==> src/rtl/nor_operand_loader.sv <==
// Operand front-end for nor_4bits: loads A then B from the switches on debounced
// load presses, then captures the NOR result with a valid flag.
module nor_operand_loader #(
    parameter int WIDTH           = 4,
    parameter int DEBOUNCE_CYCLES = 4
) (
    input  logic             clk,
    input  logic             rst_n,
    input  logic [WIDTH-1:0] sw,
    input  logic             btn_load,
    input  logic             btn_clear,
    input  logic [WIDTH-1:0] Y_in,
    output logic [WIDTH-1:0] A,
    output logic [WIDTH-1:0] B,
    output logic [WIDTH-1:0] result,
    output logic             valid,
    output logic [1:0]       state_o
);

    localparam int CW = $clog2(DEBOUNCE_CYCLES) + 1;
    localparam logic [CW-1:0] CNT_LAST = CW'(DEBOUNCE_CYCLES - 1);
    localparam logic [CW-1:0] CNT_ONE  = CW'(1);

    typedef enum logic [1:0] {
        LOAD_A = 2'b00,
        LOAD_B = 2'b01,
        EVAL   = 2'b10,
        DONE   = 2'b11
    } state_t;

    state_t        state;
    logic          ld_meta, ld_sync, ld_stable, ld_stable_q;
    logic          clr_meta, clr_sync;
    logic [CW-1:0] ld_cnt;
    logic          load_pulse;

    always_ff @(posedge clk or negedge rst_n) begin
        if (!rst_n) begin
            ld_meta  <= 1'b0;
            ld_sync  <= 1'b0;
            clr_meta <= 1'b0;
            clr_sync <= 1'b0;
        end else begin
            ld_meta  <= btn_load;
            ld_sync  <= ld_meta;
            clr_meta <= btn_clear;
            clr_sync <= clr_meta;
        end
    end

    // A level change is accepted only after DEBOUNCE_CYCLES unequal samples in a row.
    always_ff @(posedge clk or negedge rst_n) begin
        if (!rst_n) begin
            ld_cnt      <= '0;
            ld_stable   <= 1'b0;
            ld_stable_q <= 1'b0;
        end else begin
            ld_stable_q <= ld_stable;
            if (ld_sync == ld_stable) begin
                ld_cnt <= '0;
            end else if (ld_cnt == CNT_LAST) begin
                ld_stable <= ld_sync;
                ld_cnt    <= '0;
            end else if (ld_cnt != '1) begin
                ld_cnt <= ld_cnt + CNT_ONE;
            end
        end
    end

    assign load_pulse = ld_stable & ~ld_stable_q;

    always_ff @(posedge clk or negedge rst_n) begin
        if (!rst_n) begin
            A      <= '0;
            B      <= '0;
            result <= '0;
            valid  <= 1'b0;
            state  <= LOAD_A;
        end else if (clr_sync) begin
            A      <= '0;
            B      <= '0;
            result <= '0;
            valid  <= 1'b0;
            state  <= LOAD_A;
        end else begin
            unique case (state)
                LOAD_A: if (load_pulse) begin
                    A     <= sw;
                    state <= LOAD_B;
                end
                LOAD_B: if (load_pulse) begin
                    B     <= sw;
                    state <= EVAL;
                end
                EVAL: begin
                    result <= Y_in;
                    valid  <= 1'b1;
                    state  <= DONE;
                end
                DONE: if (load_pulse) begin
                    A     <= sw;
                    valid <= 1'b0;
                    state <= LOAD_B;
                end
                default: state <= LOAD_A;
            endcase
        end
    end

    assign state_o = state;

endmodule

==> config.mk <==
export PLATFORM = sky130hd
export DESIGN_NAME = nor_operand_loader
export DESIGN_NICKNAME = d
export VERILOG_FILES = /design/src/rtl/nor_operand_loader.sv
export SDC_FILE = /design/constraint.sdc
export NUM_CORES = 1
export LEC_CHECK = 0
export BUFFER_PORTS_ARGS = -buffer_cell sky130_fd_sc_hd__buf_2
export CORE_UTILIZATION = 48
export CTS_CLUSTER_SIZE = 8
export DETAILED_ROUTE_END_ITERATION = 10
export PLACE_DENSITY = 0.71
export SLEW_MARGIN = 15
export SYNTH_ARGS = -nofsm -noshare
export SYNTH_HDL_FRONTEND = slang
export SYNTH_SLANG_ARGS = --single-unit
==> constraint.sdc <==
create_clock -name clk -period 4 [get_ports clk]
set_input_delay 0.4 -clock clk [delete_from_list [all_inputs] [get_ports clk]]
set_output_delay 0.4 -clock clk [all_outputs]
set_load 0.05 [all_outputs]
==> metrics.log, run 1 <==
[metrics] result of the run: complete, no violations
[metrics] nets: around 130
[metrics] root buffer cell: clkbuf_4
[metrics] buffers and inverters on the worst path: 1
[metrics] number of warnings printed during yosys synthesis: 0
[metrics] total nets after synthesis: between 90 and 100
[metrics] first-pass iteration count of the detailed router: 3
[metrics] startpoint of the most critical setup path: state_o[1]$_DFFE_PN0P_
[metrics] Worst Max-Slew Pin Slew: 531 ps
[metrics] initial detailed-routing violation count: 7
[metrics] Placed Area: approximately 1200 um2
[metrics] final hold violation count: 0
[metrics] fraction of layout instances using a drive strength above 1: between 30% and 40%
[metrics] drt via density: around 4.7
[metrics] setup-violating endpoint count in the final report: 0
[metrics] critical path data required time: roughly 3600 ps
[metrics] Synth area leaders: dfrtp_1 (59%), mux2i_1 (12%), ha_1 (6.2%)
[metrics] total of flip-flops plus latches after synthesis: 24
[metrics] leakage power figure: a little under 0.7 nW
[metrics] Critical Path, Cell by Cell: buf_2
[metrics] count of input and output buffers: 26
[metrics] Worst EP arrival: between 1000 and 1500 ps
[metrics] number of design rule violations left after detail routing: 0
[metrics] Std-Cell Rows: 16
[metrics] Die Footprint: around 2300 um2
[metrics] count leader, synth: dfrtp_1
[metrics] setup clock skew after layout: about 2.2 ps
[metrics] crit path kind: reg2out
[metrics] time the final worst path needs with I/O delays and setup: between 1000 and 1500 ps
[metrics] diode insertion count for antenna repair: 0
[metrics] number of nets with antenna violations after routing: 0
[metrics] wire length of the first global-routing pass: approximately 2400 um
[metrics] sequential area share after synthesis: 59.2%
[metrics] clock latency on the worst-skew pair: roughly 310 ps
[metrics] Pins Over Slew Limit: 0
[metrics] count of max-cap constraint violations: 0
[metrics] area of the multi-input gates: 392 um2
[metrics] number of fillers in the final layout: 177
[metrics] number of vias in the routed layout: about 640
[metrics] summed area of non-filler cells in the final layout: approximately 1200 um2
[metrics] count of flip-flops with a built-in enable after synthesis: 0
[metrics] sequential cell area in the final layout: between 600 and 700 um2
[metrics] fraction of registers with async set/reset: between 90% and 100%
[metrics] cts bufs inserted: 3
[metrics] CP peak stage delay: around 440 ps
[metrics] post-CTS setup buffer count: 0
[metrics] Clock Tree Buf Depth: 2
[metrics] leading post-synthesis cells by instance count: dfrtp_1 (24), nor2_1 (14), mux2i_1 (12)
[metrics] wire length after detailed routing: about 1600 um
[metrics] Synth top area share: 59.2%
[metrics] overall die height: ~48 um
[metrics] Core Region: approximately 2000 um2
[metrics] Worst IR Drop VDD: approximately 0.00036 V
[metrics] grt ovf: 0
[metrics] endpoint kind of the worst setup timing path: output port
[metrics] Die Span X: 48.0 um
[metrics] average wire per cell in the routed design: 11.6 um
[metrics] largest area contributor in the synthesized netlist: dfrtp_1
[metrics] gate count of the mapped netlist: between 80 and 90
[metrics] Total Neg Setup Slack: 0 ps
[metrics] Global Route Usage Sum: 15.6%
[metrics] syn_area_per_cell: roughly 13 um2
[metrics] layout overhead on the synthesized area: 19.9%
[metrics] TritonCTS clock tree: built
[metrics] cell with the largest stage delay on the worst path: dfrtp_1
[metrics] total power density per cell area: between 700 and 800 nW/um2
[metrics] ys flop type: dfrtp_1
[metrics] number of gates resized after CTS: 0
[metrics] number of antenna violations at the first check in global routing: 0
[metrics] Place WS: about 2600 ps
[metrics] post-layout worst setup margin: roughly 2600 ps
[metrics] Clock Pin Slew Worst Setup and Hold Paths: approximately 130 ps
[metrics] Post-CTS Hold Buffers: 0
[metrics] initial core utilization: between 50% and 60%
[metrics] vias in the first global route: ~560
[metrics] Clock Sink Count: 24
[metrics] RSZ-0062 raised after global routing: false
[metrics] Fin Hold WS: 36.1 ps
[metrics] synth unique cells: 21
[metrics] last weighted congestion value of the routability-driven placer: about 0.78
[metrics] startpoint of the worst-slack reg-to-reg timing path: state_o[0]$_DFFE_PN0P_
[metrics] Synth Cell Area: approximately 1000 um2
[metrics] type of element launching the critical path: register
[metrics] worst-path maximum fanout: 5
[metrics] IO Count: 27
[metrics] H-tree Lvls: 1
[metrics] total half-perimeter wirelength after legalization and detailed placement: 1130 um
[metrics] Max Fclk: around 690 MHz
[metrics] max_slew headroom: ~65%
[metrics] type of the tightest min-delay check: in2async
[metrics] family with the most delay on the worst path: flip-flops
[metrics] Period Utilization, post-route: a little over a third
[metrics] largest net degree at the start of global routing: 25
through the flow:
stage / power [W] / util, % / cells
2_1_floorplan: 0.000631 / - / 81
3_3_place_gp: 0.000698 / 58.7 / 131
3_5_place_dp: 0.000706 / 58.7 / 131
4_1_cts: 0.000879 / 61.4 / 135
5_1_grt: 0.000924 / 61.4 / 135
6_report: 0.000871 / 61.4 / 135
layer usage:
metal  track usage, %  wire length, um  vias to the layer above
li1                 -                -                      321
met1             22.6              781                      296
met2             21.9              705                       16
met3             3.40               65                        4
met4             8.33               20                        0
met5                0                0                        -
final cells by class:
cell class / instances / share of cell area, %
clock buffers: 3 / 1.85
clock inverters: 1 / 2.47
inverters: 2 / 0.617
multi-input cells: 52 / 32.2
flip-flops and latches: 24 / 49.4
well taps: 27 / 2.78
repair buffers: 26 / 10.7
path summary, 6_finish.rpt:
path                       cells past startpoint  slack, ps                     to
min in group clk                               1        180     clr_meta$_DFF_PN0_
setup reg to reg                               5       2600       A[1]$_DFFE_PN0P_
hold / removal                                 1         40      ld_meta$_DFF_PN0_
max in group asynchronous                      1       3620  result[0]$_DFFE_PN0P_
hold reg to reg                                0        370      ld_sync$_DFF_PN0_
setup / recovery                               1       2550             state_o[1]
power by group:
part	leakage, nW	internal [W]	switching [W]
registers	0.314	0.000296	0.0000465
clock network	0.0279	0.000101	0.0000721
logic	0.335	0.000125	0.000230
total	0.677	0.000523	0.000349
state kept, by name, indices dropped and copies added (netlist names):
| name | cells |
|---|---|
| state_o | 2 |
| clr_meta | 1 |
| A | 4 |
| ld_meta | 1 |
| clr_sync | 1 |
| B | 4 |
| ld_cnt | 3 |
| ld_stable | 1 |
| valid | 1 |
| ld_stable_q | 1 |
| result | 4 |
| ld_sync | 1 |
logic make-up after synthesis:
group / Yosys count / synth area share, %
flops: 24 / 59.2
fa+ha+maj: 5 / 6.17
mux: 14 / 14.1
xor+xnor: 1 / 0.863
compound gates: 7 / 5.43
simple gates: 25 / 12.1
buf+inv: 5 / 2.22
placed cells by master, fill, tap and decap left out, drive strengths merged, types with 2 or more instances in the layout:
| cell type | synthesis | layout |
|---|---|---|
| inv | 2 | 2 |
| clkbuf | 1 | 3 |
| mux2 | 2 | 2 |
| nand3b | 2 | 2 |
| ha | 5 | 5 |
| dfrtp | 24 | 24 |
| a21oi | 3 | 3 |
| nor2b | 3 | 3 |
| mux2i | 12 | 12 |
| nor2 | 14 | 14 |
| buf | 2 | 26 |
| nand2 | 4 | 4 |
Note: power is estimated with default switching activity, not from simulation.
==> inputs of run 2 (changes only) <==
clock period = 1.5 ns   (was 4 ns; I/O delays follow)
==> run 2 against run 1 <==
Combinational power grew to 2.8 times the previous value; largest power group unchanged; largest cell class unchanged; global-route usage shrank 0.73 points; sequential cell count is the same; power grew to 2.6 times the previous value; worst hold slack gained 53 ps; clock power grew 86%; clock skew is essentially flat.
==> metrics.log, run 2 (synthesized netlist as in run 1, its figures left out) <==
[metrics] result of the run: complete, no violations (unchanged)
[metrics] WHS Path Cells: 3
[metrics] GRT busiest layer: met2 (was met1)
[metrics] grt ovf: 0 (unchanged)
[metrics] setup-violating endpoint count in the final report: 0 (unchanged)
[metrics] Clock Pin Slew Worst Setup and Hold Paths: 120 ps (was 130 ps)
[metrics] count of max-cap constraint violations: 0 (unchanged)
[metrics] number of gates resized after CTS: 0 (unchanged)
[metrics] Core Region: 1980 um2 (unchanged)
[metrics] nets: 130 (was 126)
[metrics] layout overhead on the synthesized area: 23.4% (was 19.9%)
[metrics] Total Neg Setup Slack: 0 ps (unchanged)
[metrics] Place WS: 176 ps (was 2610 ps)
[metrics] critical path data required time: 1690 ps (was 3600 ps)
[metrics] H-tree Lvls: 1 (unchanged)
[metrics] Die Span X: 48.0 um (unchanged)
[metrics] fraction of layout instances using a drive strength above 1: 36.6% (was 34.3%)
[metrics] met2 usage: 23.8% (was 21.9%)
[metrics] fraction of met1 tracks used by global routing: 20.1% (was 22.6%)
[metrics] crit path kind: reg2reg (was reg2out)
[metrics] post-layout worst setup margin: 163 ps (was 2550 ps)
[metrics] Global Route Usage Sum: 14.9% (was 15.6%)
[metrics] initial core utilization: 51.2% (unchanged)
[metrics] total half-perimeter wirelength after legalization and detailed placement: 1190 um (was 1130 um)
[metrics] summed area of non-filler cells in the final layout: 1250 um2 (was 1220 um2)
[metrics] largest net degree at the start of global routing: 25 (unchanged)
[metrics] worst-path maximum fanout: 5 (unchanged)
[metrics] cts bufs inserted: 3 (unchanged)
[metrics] RSZ-0062 raised after global routing: false (unchanged)
[metrics] Worst Max-Slew Pin Slew: 508 ps (was 531 ps)
[metrics] post-CTS setup buffer count: 0 (unchanged)
[metrics] time the final worst path needs with I/O delays and setup: between 1000 and 1500 ps
[metrics] Max Fclk: between 700 and 800 MHz
[metrics] Pins Over Slew Limit: 0 (unchanged)
[metrics] IO Count: 27 (unchanged)
[metrics] final hold violation count: 0 (unchanged)
[metrics] Worst EP arrival: 1530 ps (was 1050 ps)
[metrics] first-pass iteration count of the detailed router: 4 (was 3)
[metrics] average wire per cell in the routed design: 11.3 um (was 11.6 um)
[metrics] Std-Cell Rows: 16 (unchanged)
[metrics] initial detailed-routing violation count: 6 (was 7)
[metrics] endpoint kind of the worst setup timing path: register (was output port)
[metrics] number of vias in the routed layout: 672 (was 637)
[metrics] number of nets with antenna violations after routing: 0 (unchanged)
[metrics] most frequent standard cell in the layout excluding fill and tap cells: buf_2 (unchanged)
[metrics] clock latency on the worst-skew pair: 300 ps (was 310 ps)
[metrics] type of element launching the critical path: register (unchanged)
[metrics] Clock Sink Count: 24 (unchanged)
[metrics] last weighted congestion value of the routability-driven placer: 0.703 (was 0.780)
[metrics] count of input and output buffers: 26 (unchanged)
[metrics] drt via density: 4.83 (was 4.72)
[metrics] global routing met3 resource utilization: 3.40% (unchanged)
[metrics] most frequent cells in the layout: buf_2 (26), dfrtp_1 (22), nor2_1 (14), mux2i_1 (12) (was buf_2 (26), dfrtp_1 (24), nor2_1 (14), mux2i_1 (12), ha_1 (5))
[metrics] total power density per cell area: 1780 nW/um2 (was 716 nW/um2)
[metrics] Placed Area: 1190 um2 (was 1160 um2)
[metrics] type of the tightest min-delay check: in2reg (was in2async)
[metrics] R2R cell count: 4 (was 5)
[metrics] number of antenna violations at the first check in global routing: 0 (unchanged)
[metrics] Die Footprint: 2300 um2 (unchanged)
[metrics] Clock Tree Buf Depth: 2 (unchanged)
[metrics] diode insertion count for antenna repair: 0 (unchanged)
[metrics] Pwr Total: 0.00223 W (was 0.000871 W)
[metrics] setup clock skew after layout: 2.03 ps (was 2.19 ps)
[metrics] root buffer cell: clkbuf_4 (unchanged)
[metrics] number of design rule violations left after detail routing: 0 (unchanged)
[metrics] overall die height: 48.0 um (unchanged)
[metrics] TritonCTS clock tree: built (unchanged)
[metrics] wire length after detailed routing: 1570 um (about the same)
[metrics] Worst IR Drop VDD: 0.000924 V (was 0.000363 V)
[metrics] leakage power figure: 0.685 nW (was 0.677 nW)
[metrics] max_slew headroom: 66.1% (was 64.6%)
[metrics] Fin Hold WS: 88.8 ps (was 36.1 ps)
[metrics] Period Utilization, post-route: around nine tenths
[metrics] Regs by FF count: A x4, B x4, result x4 (unchanged)
[metrics] wire length of the first global-routing pass: 2340 um (was 2420 um)
[metrics] vias in the first global route: 542 (was 557)
-- run 2: changes by cell type in the layout (fill, tap and decap cells not counted) --
cell / delta
dfrtp_1: -2
dfrtp_2: +2
bufinv_16: -1
ha_1: -1
clkbuf_8: +1
buf_4: +1
ha_4: +1
dlygate4sd3_1: +3
-- run 2: path summary, 6_finish.rpt --
kind | start | slack, ps | to
max | state_o[0]$_DFFE_PN0P_ | 160 | state_o[0]$_DFFE_PN0P_
min | Y_in[0] | 90 | result[0]$_DFFE_PN0P_
max reg2reg | state_o[0]$_DFFE_PN0P_ | 160 | state_o[0]$_DFFE_PN0P_
min reg2reg | ld_meta$_DFF_PN0_ | 370 | ld_sync$_DFF_PN0_
max in group asynchronous | rst_n | 790 | state_o[1]$_DFFE_PN0P_
min in group asynchronous | rst_n | 340 | ld_meta$_DFF_PN0_
-- run 2: through the flow --
stage                     util (%)  cells
after floorplan                  -     81
after global placement        59.8    132
after detailed placement      59.8    132
after CTS                     63.2    139
after global routing          63.2    139
final                         63.2    139
-- run 2: critical path: stages, from the launching register on --
cell and delay (ps):
dfrtp_2 450, inv_1 120, ha_4 230, o21ai_2 110, mux2_1 320
-- run 2: area by class of cell --
| type | instances | area, um2 |
|---|---|---|
| Tap cell | 27 | 33.8 |
| Sequential cell | 24 | 603 |
| Multi-Input combinational cell | 52 | 404 |
| Inverter | 2 | 7.51 |
| Fill cell | 163 | 729 |
| Timing Repair Buffer | 30 | 168 |
| Clock buffer | 4 | 36.3 |
-- run 2: per-layer routing --
metal  wire [um]  up-vias
met5           0        -
met4           8        0
met3          57        2
met2         765       17
met1         735      321
li1            -      332
-- run 2: report_power, final --
group          total (W)  switching (W)  internal, W
clock           0.000321       0.000173     0.000148
sequential      0.000915       0.000121     0.000794
combinational   0.000990       0.000623     0.000367
total            0.00223       0.000916      0.00131
-- run 2: timing repair --
action,4_1_cts,5_1_grt
hold buffers,3,0
endpoints found under the hold margin,26,0
setup endpoints to repair,0,0
